===== config.mk =====
export PLATFORM = sky130hd
export DESIGN_NAME = saturn_nibble_bus_ctrl
export DESIGN_NICKNAME = d
export VERILOG_FILES = /design/src/rtl/saturn_nibble_bus_ctrl.sv
export SDC_FILE = /design/constraint.sdc
export NUM_CORES = 1
export LEC_CHECK = 0
export BUFFER_PORTS_ARGS = -buffer_cell sky130_fd_sc_hd__buf_4
export CORE_MARGIN = 1
export CORE_UTILIZATION = 40
export CTS_CLUSTER_DIAMETER = 40
export CTS_CLUSTER_SIZE = 14
export DETAILED_ROUTE_END_ITERATION = 8
export PLACE_DENSITY = 0.78
export REMOVE_ABC_BUFFERS = 1
export SETUP_SLACK_MARGIN = 0.1
export SYNTH_ARGS = -nofsm -noshare
export SYNTH_HDL_FRONTEND = slang
export SYNTH_SLANG_ARGS = --single-unit

===== constraint.sdc =====
create_clock -name i_clk -period 1.7 [get_ports i_clk]
set_input_delay 0 -clock i_clk [delete_from_list [all_inputs] [get_ports i_clk]]
set_output_delay 0 -clock i_clk [all_outputs]
set_load 0.005 [all_outputs]

===== src/rtl/saturn_nibble_bus_ctrl.sv =====
// Saturn nibble-serial bus master: PC streaming, command/address/DP-burst sequencing, core stall.
// Define SATURN_BUS_TRACE_EN to print one simulation trace line per strobe.
module saturn_nibble_bus_ctrl (
  input  logic        i_clk,
  input  logic        i_reset,
  input  logic [1:0]  i_phase,
  input  logic        i_stalled,
  input  logic        i_alu_busy,
  output logic        o_stall_alu,
  output logic        o_bus_done,
  output logic        o_bus_reset,
  input  logic [3:0]  i_bus_data,
  output logic [3:0]  o_bus_data,
  output logic        o_bus_strobe,
  output logic        o_bus_cmd_data,
  input  logic [19:0] i_address,
  input  logic        i_cmd_load_pc,
  input  logic        i_cmd_load_dp,
  input  logic        i_cmd_config,
  input  logic        i_cmd_reset,
  input  logic        i_cmd_dp_read,
  input  logic        i_cmd_dp_write,
  input  logic [3:0]  i_xfr_cnt,
  output logic [3:0]  o_data_ptr,
  input  logic [3:0]  i_nibble,
  output logic [3:0]  o_nibble
);

  localparam logic [1:0] PH_SEND = 2'd0;
  localparam logic [1:0] PH_RECV = 2'd1;
  localparam logic [1:0] PH_ECMD = 2'd3;

  localparam logic [3:0] CMD_PC_READ  = 4'h0;
  localparam logic [3:0] CMD_DP_READ  = 4'h1;
  localparam logic [3:0] CMD_DP_WRITE = 4'h3;
  localparam logic [3:0] CMD_LOAD_PC  = 4'h4;
  localparam logic [3:0] CMD_LOAD_DP  = 4'h5;
  localparam logic [3:0] CMD_CONFIG   = 4'h6;
  localparam logic [3:0] CMD_RESET    = 4'hA;

  typedef enum logic [2:0] {
    ST_RESUME,
    ST_IDLE,
    ST_CMD,
    ST_ADDR,
    ST_XFR
  } state_t;

  state_t     state_q;
  logic [3:0] cmd_q;
  logic [3:0] cnt_q;
  logic [3:0] ptr_q;
  logic [2:0] idx_q;
  logic       fetch_q;
  logic       strobe_q;
  logic       cmd_data_q;
  logic [3:0] bus_data_q;
  logic [3:0] nibble_q;
  logic       done_q;
  logic       stall_q;
  logic       bus_reset_q;

  logic       req_vld_d;
  logic [3:0] req_code_d;

  always_comb begin
    req_vld_d  = 1'b1;
    req_code_d = CMD_PC_READ;
    if (i_cmd_reset)         req_code_d = CMD_RESET;
    else if (i_cmd_config)   req_code_d = CMD_CONFIG;
    else if (i_cmd_load_pc)  req_code_d = CMD_LOAD_PC;
    else if (i_cmd_load_dp)  req_code_d = CMD_LOAD_DP;
    else if (i_cmd_dp_read)  req_code_d = CMD_DP_READ;
    else if (i_cmd_dp_write) req_code_d = CMD_DP_WRITE;
    else                     req_vld_d  = 1'b0;
  end

  always_ff @(posedge i_clk or negedge i_reset) begin
    if (!i_reset) begin
      state_q     <= ST_RESUME;
      cmd_q       <= CMD_PC_READ;
      cnt_q       <= 4'd0;
      ptr_q       <= 4'd0;
      idx_q       <= 3'd0;
      fetch_q     <= 1'b0;
      strobe_q    <= 1'b0;
      cmd_data_q  <= 1'b0;
      bus_data_q  <= 4'd0;
      nibble_q    <= 4'd0;
      done_q      <= 1'b0;
      stall_q     <= 1'b1;
      bus_reset_q <= 1'b1;
    end else if (i_stalled) begin
      // Pulses drop so that nothing repeats when the freeze lifts.
      strobe_q <= 1'b0;
      done_q   <= 1'b0;
    end else begin
      strobe_q <= 1'b0;
      done_q   <= 1'b0;
      case (i_phase)
        PH_SEND: begin
          case (state_q)
            ST_RESUME: begin
              strobe_q   <= 1'b1;
              cmd_data_q <= 1'b1;
              bus_data_q <= CMD_PC_READ;
            end
            ST_IDLE: begin
              fetch_q    <= !i_alu_busy;
              strobe_q   <= !i_alu_busy;
              cmd_data_q <= 1'b0;
            end
            ST_CMD: begin
              strobe_q   <= 1'b1;
              cmd_data_q <= 1'b1;
              bus_data_q <= cmd_q;
            end
            ST_ADDR: begin
              strobe_q   <= 1'b1;
              cmd_data_q <= 1'b0;
              bus_data_q <= i_address[{idx_q, 2'b00} +: 4];
            end
            ST_XFR: begin
              strobe_q   <= 1'b1;
              cmd_data_q <= 1'b0;
              if (cmd_q == CMD_DP_WRITE) bus_data_q <= i_nibble;
            end
            default: ;
          endcase
        end
        PH_RECV: begin
          if ((state_q == ST_IDLE && fetch_q) || (state_q == ST_XFR && cmd_q == CMD_DP_READ))
            nibble_q <= i_bus_data;
        end
        PH_ECMD: begin
          bus_reset_q <= 1'b0;
          case (state_q)
            ST_RESUME: begin
              state_q <= ST_IDLE;
              stall_q <= 1'b0;
            end
            ST_IDLE: begin
              if (req_vld_d) begin
                state_q <= ST_CMD;
                cmd_q   <= req_code_d;
                cnt_q   <= i_xfr_cnt;
                stall_q <= 1'b1;
              end
            end
            ST_CMD: begin
              idx_q <= 3'd0;
              ptr_q <= 4'd0;
              if (cmd_q == CMD_RESET) begin
                state_q <= ST_RESUME;
                done_q  <= 1'b1;
              end else if (cmd_q == CMD_DP_READ || cmd_q == CMD_DP_WRITE) begin
                state_q <= ST_XFR;
              end else begin
                state_q <= ST_ADDR;
              end
            end
            ST_ADDR: begin
              if (idx_q == 3'd4) begin
                state_q <= ST_RESUME;
                done_q  <= 1'b1;
              end else begin
                idx_q <= idx_q + 3'd1;
              end
            end
            ST_XFR: begin
              if (ptr_q == cnt_q) begin
                state_q <= ST_RESUME;
                done_q  <= 1'b1;
              end else begin
                ptr_q <= ptr_q + 4'd1;
              end
            end
            default: state_q <= ST_RESUME;
          endcase
        end
        default: ;
      endcase
    end
  end

  assign o_bus_strobe   = strobe_q & ~i_stalled;
  assign o_bus_cmd_data = cmd_data_q;
  assign o_bus_data     = bus_data_q;
  assign o_nibble       = nibble_q;
  assign o_data_ptr     = ptr_q;
  assign o_bus_done     = done_q;
  assign o_stall_alu    = stall_q;
  assign o_bus_reset    = bus_reset_q;

`ifdef SATURN_BUS_TRACE_EN
  always @(posedge i_clk) begin
    if (o_bus_strobe)
      $display("bus: phase=%0d cmd_data=%b nibble=%h state=%s",
               i_phase, o_bus_cmd_data, o_bus_data, state_q.name());
  end
`else
`endif

endmodule


* Yosys cells after proc, flatten, opt, wreduce, memory -nomap -nowiden
Index checks and enable logic that the tools add are counted.
Word-level totals: logic and storage cells 96, output and inout port bits 17, bits of input ports 44, register bits 32
Cells by class: reductions and logical operators 25, $add $sub $neg 2, muxes and demuxes 36, bitwise operators 2, shift operators 1, eq/ne operators 17
Operator list (count):
- $mux 3 | 9
- $reduce_and 4->1 | 5
- $shiftx 20x6->4 | 1
- $pmux 4 s4 | 1
- $pmux 3 s5 | 1
- $mux 1 | 14
- $mux 4 | 3
- $ne 2x2->1 const B | 5
- $reduce_and 3->1 | 3
- $pmux 4 s2 | 1
- $reduce_bool 2->1 | 4
- $eq 3x2->1 const B | 2
- $eq 3x3->1 const B | 2
- $pmux 1 s2 | 3
- $pmux 3 s2 | 1
- $reduce_and 5->1 | 1
- $add 4x1->4 const B | 1
- $eq 4x1->1 const B | 1
- $eq 4x2->1 const B | 1
- $eq 4x4->1 | 1
- $eq 4x4->1 const B | 1
- $mux 2 | 2
- $reduce_bool 4->1 | 1
- $reduce_or 4->1 | 1
- other kinds (16) | 18

* Depth between registers and ports, before layout
depth after elaboration 8, gate-level depth with buffers 7, gate-level depth less buffers 6

* Least setup slack after synthesis
Ideal clock, no wire load.
path type register to register, start point register ptr_q[2] (netlist: o_data_ptr[2]), end point register ptr_q[0] (netlist: o_data_ptr[0]), arrival time 1.501 ns, setup time 0.125 ns, period minus slack after synthesis 1.626 ns, cell stages (with the launch flop) 5, buffers on the path 0, data required time 1.575 ns, path slack 0.074 ns, cells stage by stage dfrtp_1 -> xor2_1 -> o41a_1 -> and2_1 -> mux2_2
On the way: word-level cells in the longest chain between the ends 3
Ends and longest elaborated chain:
- from (decl) | line 52 | logic [3:0] ptr_q;
- from (signal assigned) | line 175 | ptr_q <= ptr_q + 4'd1;
- $eq 4x4->1 | line 171 | if (ptr_q == cnt_q) begin
- $ne 2x2->1 (no line)
- $reduce_and 4->1 (no line)
Every way passes these cells. A chain may end at the register's enable or synchronous reset.

* Worst setup path in the final report
start point register cnt_q[3], end point register ptr_q[0] (netlist: o_data_ptr[0])
On the way: word-level cells in the longest chain between the ends 3
Ends and longest elaborated chain:
- from (decl) | line 51 | logic [3:0] cnt_q;
- from (signal assigned) | line 146 | cnt_q <= i_xfr_cnt;
- $eq 4x4->1 | line 171
- $ne 2x2->1 (no line)
- $reduce_and 4->1 (no line)
Every way passes these cells.

==> out/qor.csv <==
stage;metric;value;unit
timing;rsz0062_at_grt;true;
worst_setup_path;cp_top_family;compound AO/OA/AOI/OAI gates;
cts;numCtsBuffers;5;
worst_setup_path;critPathBufInv;0;
cts;clk_latency;0.29;ns
timing;max_freq;0.592;GHz
die;fp.dieArea;5060;sq um
logic_synthesis;synth.largest_area_cell;dfrtp_1;
logic_synthesis;ys_seq_area_frac;0.420;
worst_setup_path;path_class;flip-flop to flip-flop;
global_route;grt_pass1_vias;1907;
die;die_height;71.1;um
pwr;ir_drop;0.000651;V
timing;slew_headroom;0.678;
routing;drc_errors;6;
logic_synthesis;synth.distinct_cells;47;
placement;port-buffer-count;60;
logic_synthesis;synth_common_cells;30 x dfrtp_1, 15 x a21oi_1, 14 x nor2_1;
cts;clockBufferDepth;2;
cts;cts.sinks;32;
routing;drt_iter0_markers;85;
timing;worst_pin_slew;0.479;ns
cts;cts_root_buf;clkbuf_8;
layout;diodes;0;
worst_setup_path;cp_slowest_stage_delay;0.55;ns
logic_synthesis;post-synth-top-count-cell;dfrtp_1;
layout;num-nets-final;341;
layout;stdcell_area;2860;sq um
logic_synthesis;syn_area;1910;sq um
logic_synthesis;postSynthAreaPerCell;9.70;sq um
logic_synthesis;synth_ff_type;dfrtp_1;
worst_setup_path;start_kind;flip-flop;
logic_synthesis;synth_cells;197;
routing;post_drt_wl_per_cell;15.3;um
placement;post_dp_cell_area;2540;sq um
cts;cts_tree;done;
logic_synthesis;synthArstFlopShare;1.00;
timing;skew;0.00529;ns
worst_setup_path;critPathRequiredTime;1.88;ns
routing;vias;1940;
outcome;violations;DRC;
layout;syn_to_final_growth;49.7;%
routing;dr.pass1.iters;7;
worst_setup_path;crit_fanout;7;
timing;post-route-min-period;1.69;ns
die;io_pins;61;
logic_synthesis;ys_ff_latch;32;
global_route;gr-usage-all-layers;0.219;
pwr;finalPower;3.87;mW
logic_synthesis;yosys.area.top_type_share;0.393;
timing;finalSetupViolCount;0;
worst_setup_path;slowest_stage;o41a_1;
worst_setup_path;cp-end-kind;flip-flop;
global_route;grt-ovfl-total;0;
die;rows;24;
logic_synthesis;synth_edf_count;0;
timing;hold_slack;0.0194;ns
placement;hpwl;3.64;mm
cts;htree_levels;2;
global_route;grt_max_degree;33;
routing;antenna_left;0;
die;die_w;71.1;um
worst_setup_path;critPathArrivalTime;1.87;ns
routing;drt-total-wl;5.31;mm
placement;place_congestion;0.860;
pwr;p_leak;1.36;nW
worst_setup_path;crit_chain;xor2_1 > o41a_1 > and2_4 > mux2_2;
logic_synthesis;yosys-top-cells-area;dfrtp_1 39%, mux2i_1 4.7%, mux2_2 4.1%, a21oi_1 3.9%, dfstp_2 2.8%;
pwr;powerDensity;1350;nW/um^2
logic_synthesis;yosys_warnings;0;
outcome;status;complete, but fails checks;
timing;post-route-period-util;0.994;
run;max-cap-violations;0;
global_route;grt_pass1_wl;8.70;mm
die;design.core.area;4470;sq um
die;start_util;0.427;
timing;slew_violations;0;
cts;clk_pin_slew_worst_paths;0.07;ns
routing;vias_per_cell;5.59;
layout;post_route_cells_drive_above_1_share;0.390;
worst_hold_path;hold_path_class;input pin to flip-flop;
timing;hold_viol_final;0;
global_route;antenna_found_initial;0;
## worst reg2reg max path, delay by kind of cell (launching register included)
family	cells	cell delay, ns
simple gates	1	0.19
flops	1	0.40
xor+xnor	1	0.19
compound gates	1	0.55
mux	1	0.25
## sequential cells by signal, indices dropped and copies added (netlist names)
name,count
cmd_q,4
cnt_q,4
fetch_q,1
idx_q,3
o_bus_cmd_data,1
o_bus_data,4
o_bus_done,1
o_bus_reset,1
o_data_ptr,4
o_nibble,4
o_stall_alu,1
state_q,3
strobe_q,1
## report_power, final
group	total (mW)	internal (mW)	switching, mW
Combinational	1.82	0.965	0.852
Sequential	1.32	1.05	0.272
Clock	0.732	0.433	0.299
Total	3.87	2.45	1.42
## per-stage QoR
stage	utilization	TNS (ns)	cells	setup slack [ns]
after floorplan	-	0	189	0.0740
after global placement	0.568	0	321	0.0869
after detailed placement	0.568	0	321	0.0347
after CTS	0.630	0	345	0.0515
after global routing	0.639	-0.0150	347	-0.0141
final	0.639	0	347	0.0102
## final timing paths
check,from,endpoint,depth (start not counted),slack (ns)
setup / recovery,cnt_q[3],o_data_ptr[0],4,0.01
hold / removal,i_cmd_config,cmd_q[1],3,0.02
min in group asynchronous,i_reset,strobe_q,2,0.20
hold reg to reg,o_bus_reset,o_bus_reset,1,0.50
setup reg to reg,cnt_q[3],o_data_ptr[0],4,0.01
max in group asynchronous,i_reset,o_stall_alu,2,1.16
## cell families after synthesis
| kind of cell | synth area share |
|---|---|
| xor+xnor | 0.0183 |
| mux | 0.112 |
| simple gates | 0.204 |
| compound gates | 0.198 |
| fa+ha+maj | 0.0196 |
| buf+inv | 0.0275 |
| flops | 0.420 |
## per-layer routing
layer | routed length [um] | vias up | part of all wire | track usage
met2 | 2590 | 75 | 0.49 | 0.376
met3 | 336 | 10 | 0.063 | 0.0484
met5 | 0 | - | 0 | 0
li1 | - | 931 | - | -
met1 | 2300 | 924 | 0.43 | 0.276
met4 | 85 | 0 | 0.016 | 0.0667
## what timing repair did
action,4_1_cts,5_1_grt
hold buffers,13,0
pin swaps,4,3
setup endpoints to repair,7,20
buffers inserted,3,2
gates resized for setup,4,6
endpoints found under the hold margin,43,0
## placed cells by master, fill, tap and decap left out, types with 2 or more instances in the layout
| cell type | instances |
|---|---|
| o22ai_1 | 6 |
| mux2_2 | 7 |
| buf_4 | 84 |
| inv_1 | 5 |
| dfrtp_1 | 28 |
| mux2_4 | 2 |
| and3_1 | 3 |
| and2_4 | 2 |
| a22o_1 | 6 |
| nor4b_1 | 3 |
| mux2_1 | 2 |
| nor4_1 | 2 |
| or3_1 | 2 |
| dlygate4sd3_1 | 13 |
| nand3_1 | 2 |
| a31oi_1 | 7 |
| dfrtp_2 | 2 |
| mux2i_1 | 9 |
| xor2_1 | 4 |
| o21ai_0 | 9 |
| ha_1 | 3 |
| nand3b_1 | 3 |
| dfstp_2 | 2 |
| nand2b_1 | 5 |
| nor2b_1 | 2 |
| nor3_1 | 10 |
| nand2_1 | 13 |
| clkbuf_8 | 5 |
| nor2_1 | 14 |
| a21oi_1 | 15 |
## final cells by class
| type | instances | area (sq um) |
|---|---|---|
| inverter | 5 | 18.8 |
| sequential | 32 | 806 |
| timing repair buffer | 98 | 772 |
| clock buffer | 5 | 68.8 |
| fill | 357 | 1610 |
| tap | 52 | 65.1 |
| clock inverter | 3 | 42.5 |
| multi-input combinational | 152 | 1090 |
Note: power is estimated with default switching activity, not from simulation.
